File: src/rtl/decimal_entry_pkg.sv
`default_nettype none
// ============================================================================
// Module   : decimal_entry_pkg
// Brief    : Shared types and constants for the decimal entry front-end.
// Revision : 1.0 - initial release
// ============================================================================
package decimal_entry_pkg;

  // Entry FSM states
  typedef enum logic [1:0] {
    EMPTY   = 2'd0,
    ENTRY   = 2'd1,
    CONVERT = 2'd2,
    DONE    = 2'd3
  } state_t;

  // One BCD digit
  typedef logic [3:0] bcd_t;

  localparam int NUM_DIGITS = 3;
  localparam int MAX_MAG    = 999;
  localparam int ACC_W      = 10;

  // True for key codes 0..9
  function automatic logic is_decimal(input bcd_t d);
    return (d <= 4'd9);
  endfunction

endpackage
`default_nettype wire

File: src/rtl/decimal_entry_to_binary_mac10.sv
`default_nettype none
// ============================================================================
// Module   : mac10
// Brief    : Combinational acc*10 + digit, multiply built from two shifts.
// Revision : 1.0 - initial release
// ============================================================================
module mac10
  import decimal_entry_pkg::*;
(
  input  logic [ACC_W-1:0] acc_in,
  input  bcd_t             digit,
  output logic [ACC_W-1:0] acc_out
);

  // acc*10 = acc*8 + acc*2; the result never exceeds 999 so 10 bits suffice
  assign acc_out = (acc_in << 3) + (acc_in << 1) + ACC_W'(digit);

endmodule
`default_nettype wire

File: src/rtl/decimal_entry_to_binary.sv
`default_nettype none
// ============================================================================
// Module   : decimal_entry_to_binary
// Brief    : Keypad entry of up to 3 decimal digits with sign, backspace,
//            clear and enter; converts to signed-magnitude or two's
//            complement binary over three accumulate cycles.
// Revision : 1.0 - initial release
// ============================================================================
module decimal_entry_to_binary
  import decimal_entry_pkg::*;
#(
  parameter int W = 11
) (
  input  logic         Clock,
  input  logic         ResetN,
  input  logic         DigitValid,
  input  logic [3:0]   Digit,
  input  logic         Negate,
  input  logic         Backspace,
  input  logic         Clear,
  input  logic         Enter,
  input  logic         Encoding,
  output logic [W-1:0] N,
  output logic         Valid,
  output logic         Ready,
  output logic         Busy,
  output logic         BadKey,
  output logic [1:0]   Count,
  output logic         Negative
);

  state_t           state;
  bcd_t             b2, b1, b0;
  logic [ACC_W-1:0] acc;
  logic [1:0]       step;
  logic             enc_latched;

  logic             key_enter, key_back, key_neg, key_digit;
  logic             digit_ok;
  bcd_t             step_digit;
  logic [ACC_W-1:0] mac_out;
  logic             sign;
  logic [W-1:0]     ext;
  logic [W-1:0]     result;

  // Key priority: Clear > Enter > Backspace > Negate > DigitValid
  always_comb begin
    key_enter = !Clear && Enter;
    key_back  = !Clear && !Enter && Backspace;
    key_neg   = !Clear && !Enter && !Backspace && Negate;
    key_digit = !Clear && !Enter && !Backspace && !Negate && DigitValid;
    digit_ok  = is_decimal(Digit);
  end

  // Select the BCD digit consumed by this conversion step, most significant first
  always_comb begin
    step_digit = b0;
    case (step)
      2'd0:    step_digit = b2;
      2'd1:    step_digit = b1;
      default: step_digit = b0;
    endcase
  end

  mac10 u_mac10 (
    .acc_in  (acc),
    .digit   (step_digit),
    .acc_out (mac_out)
  );

  // Final encoding of the accumulated magnitude; a zero magnitude is always positive
  always_comb begin
    ext  = {{(W-ACC_W){1'b0}}, acc};
    sign = Negative && (acc != '0);
    if (enc_latched) begin
      result = sign ? -ext : ext;
    end else begin
      result        = ext;
      result[W-1]   = sign;
    end
  end

  assign Busy  = (state == CONVERT);
  assign Ready = (state == DONE);

  // Entry FSM, BCD buffer, conversion stepping and output register
  always_ff @(posedge Clock) begin
    if (!ResetN) begin
      state       <= EMPTY;
      b2          <= '0;
      b1          <= '0;
      b0          <= '0;
      Count       <= '0;
      Negative    <= 1'b0;
      acc         <= '0;
      step        <= '0;
      enc_latched <= 1'b0;
      N           <= '0;
      Valid       <= 1'b0;
      BadKey      <= 1'b0;
    end else begin
      Valid  <= 1'b0;
      BadKey <= 1'b0;
      if (Clear) begin
        // Abandon the entry in any state; N keeps its last result
        state    <= EMPTY;
        b2       <= '0;
        b1       <= '0;
        b0       <= '0;
        Count    <= '0;
        Negative <= 1'b0;
      end else begin
        case (state)
          EMPTY: begin
            if (key_enter) begin
              state       <= CONVERT;
              acc         <= '0;
              step        <= '0;
              enc_latched <= Encoding;
            end else if (key_neg) begin
              Negative <= !Negative;
            end else if (key_digit) begin
              if (!digit_ok) begin
                BadKey <= 1'b1;
              end else if (Digit != 4'd0) begin
                b0    <= Digit;
                Count <= 2'd1;
                state <= ENTRY;
              end
            end
          end

          ENTRY: begin
            if (key_enter) begin
              state       <= CONVERT;
              acc         <= '0;
              step        <= '0;
              enc_latched <= Encoding;
            end else if (key_back) begin
              b0    <= b1;
              b1    <= b2;
              b2    <= '0;
              Count <= Count - 2'd1;
              if (Count == 2'd1) state <= EMPTY;
            end else if (key_neg) begin
              Negative <= !Negative;
            end else if (key_digit) begin
              if (!digit_ok || Count == 2'(NUM_DIGITS)) begin
                BadKey <= 1'b1;
              end else begin
                b2    <= b1;
                b1    <= b0;
                b0    <= Digit;
                Count <= Count + 2'd1;
              end
            end
          end

          CONVERT: begin
            // Steps 0..2 accumulate B2,B1,B0; step 3 loads the result
            if (step == 2'd3) begin
              N     <= result;
              Valid <= 1'b1;
              state <= DONE;
              if (acc == '0) Negative <= 1'b0;
            end else begin
              acc  <= mac_out;
              step <= step + 2'd1;
            end
          end

          DONE: begin
            if (key_enter) begin
              state       <= CONVERT;
              acc         <= '0;
              step        <= '0;
              enc_latched <= Encoding;
            end else if (key_back) begin
              b0 <= b1;
              b1 <= b2;
              b2 <= '0;
              if (Count != 2'd0) Count <= Count - 2'd1;
              state <= (Count <= 2'd1) ? EMPTY : ENTRY;
            end else if (key_neg) begin
              Negative <= !Negative;
              state    <= (Count == 2'd0) ? EMPTY : ENTRY;
            end else if (key_digit) begin
              if (!digit_ok) begin
                BadKey <= 1'b1;
              end else begin
                // A fresh digit starts a new entry
                b2       <= '0;
                b1       <= '0;
                b0       <= Digit;
                Negative <= 1'b0;
                if (Digit == 4'd0) begin
                  b0    <= '0;
                  Count <= 2'd0;
                  state <= EMPTY;
                end else begin
                  Count <= 2'd1;
                  state <= ENTRY;
                end
              end
            end
          end

          default: state <= EMPTY;
        endcase
      end
    end
  end

endmodule
`default_nettype wire
File: config.mk
export PLATFORM = sky130hd
export DESIGN_NAME = decimal_entry_to_binary
export DESIGN_NICKNAME = d
export VERILOG_FILES = /design/src/rtl/decimal_entry_pkg.sv /design/src/rtl/decimal_entry_to_binary_mac10.sv /design/src/rtl/decimal_entry_to_binary.sv
export SDC_FILE = /design/constraint.sdc
export NUM_CORES = 1
export LEC_CHECK = 0
export BUFFER_PORTS_ARGS = -buffer_cell sky130_fd_sc_hd__buf_2
export CAP_MARGIN = 20
export CORE_MARGIN = 10
export CORE_UTILIZATION = 59
export DETAILED_ROUTE_END_ITERATION = 8
export GPL_TIMING_DRIVEN = 0
export PLACE_DENSITY_LB_ADDON = 0.05
export SLEW_MARGIN = 10
export SYNTH_ARGS = -nofsm -noshare
export SYNTH_HDL_FRONTEND = slang
export SYNTH_HIERARCHICAL = 1
export SYNTH_SLANG_ARGS = --single-unit
export TNS_END_PERCENT = 20
File: constraint.sdc
create_clock -name Clock -period 3.3 [get_ports Clock]
set_input_delay 0 -clock Clock [delete_from_list [all_inputs] [get_ports Clock]]
set_output_delay 0 -clock Clock [all_outputs]
set_load 0.1 [all_outputs]
Word level (Yosys, flattened, before mapping)
Index checks and enable logic that the tools add are counted.

word-level totals
  register bits after elaboration = 43
  latch bits = 0
  memory bits (writable) = 0
  bits in read-only memories = 0
  input bits = 12
  output and inout port bits = 18
  logic and storage cells = 195
  memories = 0

operators by class
  add/sub/neg operators = 6
  multipliers = 0
  divide/modulo/power cells = 0
  order comparisons = 2
  equality and inequality tests = 37
  shifts and indexed selects = 0
  multiplexer cells = 99
  bitwise operators = 3
  reduce and logical (&&, ||, !) cells = 36

operators with widths
  cell                count
  $mux 4              33
  $mux 2              26
  $ne 3x3->1 const B  10
  $reduce_and 9->1    3
  $mux 1              26
  $pmux 4 s2          3
  $mux 11             2
  $mux 10             2
  $ne 2x2->1 const B  10
  $pmux 10 s2         1
  $reduce_and 15->1   1
  $reduce_and 14->1   1
  $ne 3x1->1 const B  4
  $pmux 4 s3          1
  $neg 10->11         1
  $add 10x10->10      1
  $add 10x4->10       1
  $logic_not 10->1    1
  $ne 5x1->1 const B  2
  $reduce_bool 10->1  1
  $reduce_and 3->1    3
  $eq 2x2->1 const B  4
  $logic_and 1x1->1   8
  $pmux 2 s4          1
  other kinds (21)    37

Depth between registers and ports, before layout
  depth after elaboration = 10
  mapped depth = 15
  mapped depth without buffers = 15

Cells and area by module
Netlist, hierarchy kept.

by module, submodules not included
  module                   times used  cells each  area an instance (sq um)  seq. area each (sq um)
  decimal_entry_to_binary  1           299         2,469.9                   860.8
  mac10                    1           53          440.4                     0.0

Worst setup path after synthesis
OpenSTA, ideal clock, no wires.

  path type = register to register
  start point = register step[0]
  end point = register acc[8]
  setup time = 0.077 ns
  arrival = 2.781 ns
  required time = 3.223 ns
  slack = 0.442 ns
  stages on the path, launching flop included = 15
  buffers on the path = 0
  clock period less this slack = 2.858 ns
  cell sequence = dfxtp_1 -> inv_1 -> ha_1 -> nor2_1 -> nand2_1 -> nand2_1 -> inv_1 -> fa_1 -> fa_1 -> nor2b_4 -> o31a_1 -> or4_1 -> nand3_1 -> nand3_1 -> a21boi_0

on the way
  cells in the longest elaborated chain, start to end = 5
  elaborated cells on any way between the ends = 9
  those cells by class = add/sub (1); eq/ne (3); mux (3); reduce/logical (2)

RTL lines
  element                                        RTL line                             text
  start: declaration                             decimal_entry_to_binary.sv:35        logic [1:0] step;
  start signal: assignment                       decimal_entry_to_binary.sv:168       step <= step + 2'd1;
  $eq 2x1->1 or $logic_not 2->1 (tied branches)  decimal_entry_to_binary.sv:58        case (step)
  $pmux 4 s2 (*)                                 decimal_entry_to_binary.sv:58
  net step_digit[3]                              decimal_entry_to_binary.sv:40        bcd_t step_digit;
  $add 10x4->10 (*)                              decimal_entry_to_binary_mac10.sv:16  assign acc_out = (acc_in << 3) + (acc_in << 1) + ACC_W'(digit);
  net mac_out[8]                                 decimal_entry_to_binary.sv:41        logic [ACC_W-1:0] mac_out;
  $mux 10 (*)                                    decimal_entry_to_binary.sv:161       if (step == 2'd3) begin
  $pmux 10 s2 (*)                                decimal_entry_to_binary.sv:113       case (state)
  end signal: assignment                         decimal_entry_to_binary.sv:167       acc <= mac_out;
  end: declaration                               decimal_entry_to_binary.sv:34        logic [ACC_W-1:0] acc;

Mark *: on every way through the listed nets, which the timed path passes. The rest lies on a longest branch. The select of a mux whose other input is x is not followed.
A chain may end at the register's enable or synchronous reset.

Final worst setup path
  start point = register step[1]
  end point = register acc[8]

The elaborated chain is that of the path after synthesis.

==> flow_metrics.tcl <==
set metrics [dict create \
    fin_tns_setup_ns 0 \
    dieArea_sq_mm 0.00814 \
    synth-simple-area-share 0.230 \
    insertion_delay_ns 0.29 \
    cts-htree-levels 2 \
    synth_xor_area_frac 0.0391 \
    root_buffer "clkbuf_8" \
    r2r_cells 14 \
    ir_drop_v 0.000199 \
    clockBufferDepth 2 \
    drc 0 \
    num_rows 25 \
    rr_endpoint "acc[8]" \
    cts_tree "built" \
    cap_viol_max_count 0 \
    status "finished clean" \
    synth_top_area_share 0.296 \
    postCtsSetupBuffers 0 \
    multi_input_area_sq_mm 0.00188 \
    max_clock_freq_ghz 0.326 \
    path_max_fanout 5 \
    holdPathEnd "step[1]" \
    wl_um 7000 \
    synth.avg_cell_area_sq_um 8.27 \
    synth_fp_nets 387 \
    synth_compound_area_frac 0.237 \
    antenna_found_initial 0 \
    hold_viol 0 \
    worstPathRequired_ns 3.52 \
    ys_warn_count 6 \
    hold_depth 2 \
    path_class "flip-flop to flip-flop" \
    start_kind "flip-flop" \
    end_kind "flip-flop" \
    r2r-start "step[1]" \
    yosysTopAreaCell "dfxtp_1" \
    overflow 0 \
    hpwlAfterDp_um 5240 \
    fillers 436 \
    netlist_area_sq_mm 0.00291 \
    yosysSeqAreaShare 0.296 \
    antenna_cells 0 \
    finalClockSkew_ns 0.00309 \
    p_per_area_mw_per_mm2 310 \
    die_h_um 90.2 \
    io_pins 30 \
    synth_mux_area_frac 0.0344 \
    postSynthCellCount 352 \
    antenna_left 0 \
    p_leak_uw 0.00132 \
    cts.sinks 43 \
    grt_usage 0.173 \
    dr.pass1.iters 4 \
    synthTopCellsByArea "dfxtp_1 30%, ha_1 9.0%, nand3_1 4.3%" \
    fin_crit_ns 3.06 \
    layout.nets 422 \
    layout-drive-gt1-share 0.152 \
    pre_cts_slack_ns 0.165 \
    drv_slew 0 \
    tightest_slew_ns 0.686 \
    regArea_sq_um 862 \
    clkTransAtPathRegs_ns 0.08 \
    use_met1 0.242 \
    ys_async_sr_fraction 0 \
    hold_slack_ns 0.0400 \
    ys.flop_type "dfxtp_1" \
    area_growth_pct 11.7 \
    reg2reg_slack_ns 0.24 \
    avgViaCountPerCell 5.87 \
    initial_core_util 0.612 \
    top_usage_layer "met2" \
    gp_congestion 0.900 \
    maxSlewHeadroom 0.539 \
    synth_edf_count 0 \
    io_buffers 27 \
    rsz0062_at_grt "no" \
    synth_top_family_by_area "compound AO/OA/AOI/OAI gates" \
    grtUsageMet3 0.0333 \
    chipWidth_um 90.2 \
    grt_max_degree 14 \
    hp-start "ResetN" \
    vias 2672 \
    grt_pass1_wl_um 12100 \
    drt_iter0_drc 124 \
    hp-class "primary input to flip-flop" \
    fin_ws_ns 0.236 \
    coreArea_sq_mm 0.00475 \
    synthAdderAreaFrac 0.104 \
    critPathArrivalTime_ns 3.29 \
    setup_viol 0 \
    fin_crit_sh 0.928 \
    ys_ff_latch 43 \
    cts_buffers 5 \
    met2_usage 0.268 \
    wl_per_cell_um 15.4 \
    grt_pass1_vias 2582 \
    synth_cell_types 61 \
]
repair_timing:
action,CTS,global route
endpoints found under the hold margin,1,0
hold buffers,1,0
setup endpoints to repair,0,1
gates resized for setup,0,3
area by class of cell:
class,count,share of cell area
Clock buffer,7,0.0296
Clock inverter,1,0.00231
Timing Repair Buffer,28,0.0447
Multi-Input combinational cell,269,0.579
Buffer,20,0.0304
Inverter,20,0.0231
Sequential cell,43,0.265
Tap cell,67,0.0258
kinds of logic after synthesis:
| family | Yosys count |
|---|---|
| AO/OA/AOI/OAI | 95 |
| AND/OR/NAND/NOR | 128 |
| XOR/XNOR | 13 |
| flip-flops | 43 |
| buffers and inverters | 40 |
| multiplexers | 10 |
| adder cells (fa/ha/maj) | 23 |
report_power, final:
| group | switching (uW) | total [uW] | internal, uW |
|---|---|---|---|
| Sequential | 4.07 | 526 | 522 |
| Clock | 185 | 375 | 191 |
| Combinational | 70.2 | 107 | 36.5 |
| Total | 259 | 1010 | 749 |
Yosys cell counts (all sizes together) (6+ instances only):
cell and instances:
a21boi 13, o21ai 17, mux2i 10, clkbuf 13, nand2 31, nor2 26, nand2b 8, dfxtp 43
inv 19, nor3 6, xnor2 10, nor2b 6, ha 21, buf 7, nand3 25, a21oi 20
critical path, cell delays in order (launching register included):
cell      delay [ns]
dfxtp_1         0.37
inv_1           0.07
ha_1            0.25
nor2_2          0.19
nand2_1         0.07
nand2_1         0.08
inv_1           0.07
fa_1            0.56
fa_2            0.27
nor2b_4         0.05
o31a_1          0.26
or4_1           0.40
nand3_1         0.13
nand3_1         0.07
a21boi_0        0.17
state kept, by name (all words and copies together), names as in the netlist, named ones only:
register     cells
Valid            1
b0               4
acc             10
Count            2
b2               4
Negative         1
b1               4
step             2
state            1
BadKey           1
enc_latched      1
N               11
stage by stage:
step	power (uW)	cell area, sq um	instances	utilization
final	1010	3250	455	0.683
after global routing	1050	3250	455	0.683
after CTS	1010	3240	455	0.682
after detailed placement	643	3130	446	0.658
after global placement	641	3130	446	0.658
after floorplan	614	2910	352	-
layer usage:
metal | up-vias | share of wire
li1 | 1351 | -
met1 | 1260 | 0.51
met2 | 57 | 0.44
met3 | 4 | 0.045
met4 | 0 | 0.0060
met5 | - | 0
cell usage in the layout (no fill, tap or decap), types with 5 or more instances in the layout:
cell	instances
inv_1	19
nor2_1	25
clkbuf_8	7
nor2b_1	5
buf_2	30
xnor2_1	10
nand3_1	25
nand4_1	5
o211a_1	5
a21oi_1	20
mux2i_1	10
nand2_1	31
nor3_1	6
ha_1	21
a21boi_0	13
dfxtp_1	42
nand2b_1	8
clkbuf_1	12
o21ai_0	17
how the worst max path moves through the flow:
stage	from	to	slack [ns]	depth (start not counted)
finish	step[1]	acc[8]	0.24	14
global route	step[1]	acc[8]	0.006	14
CTS	step[0]	acc[8]	0.13	14
detailed placement	step[0]	acc[8]	0.16	14
floorplan	step[0]	acc[8]	0.44	14
global placement	step[0]	acc[8]	0.19	14
No activity file was read; power rests on OpenSTA's default activity.
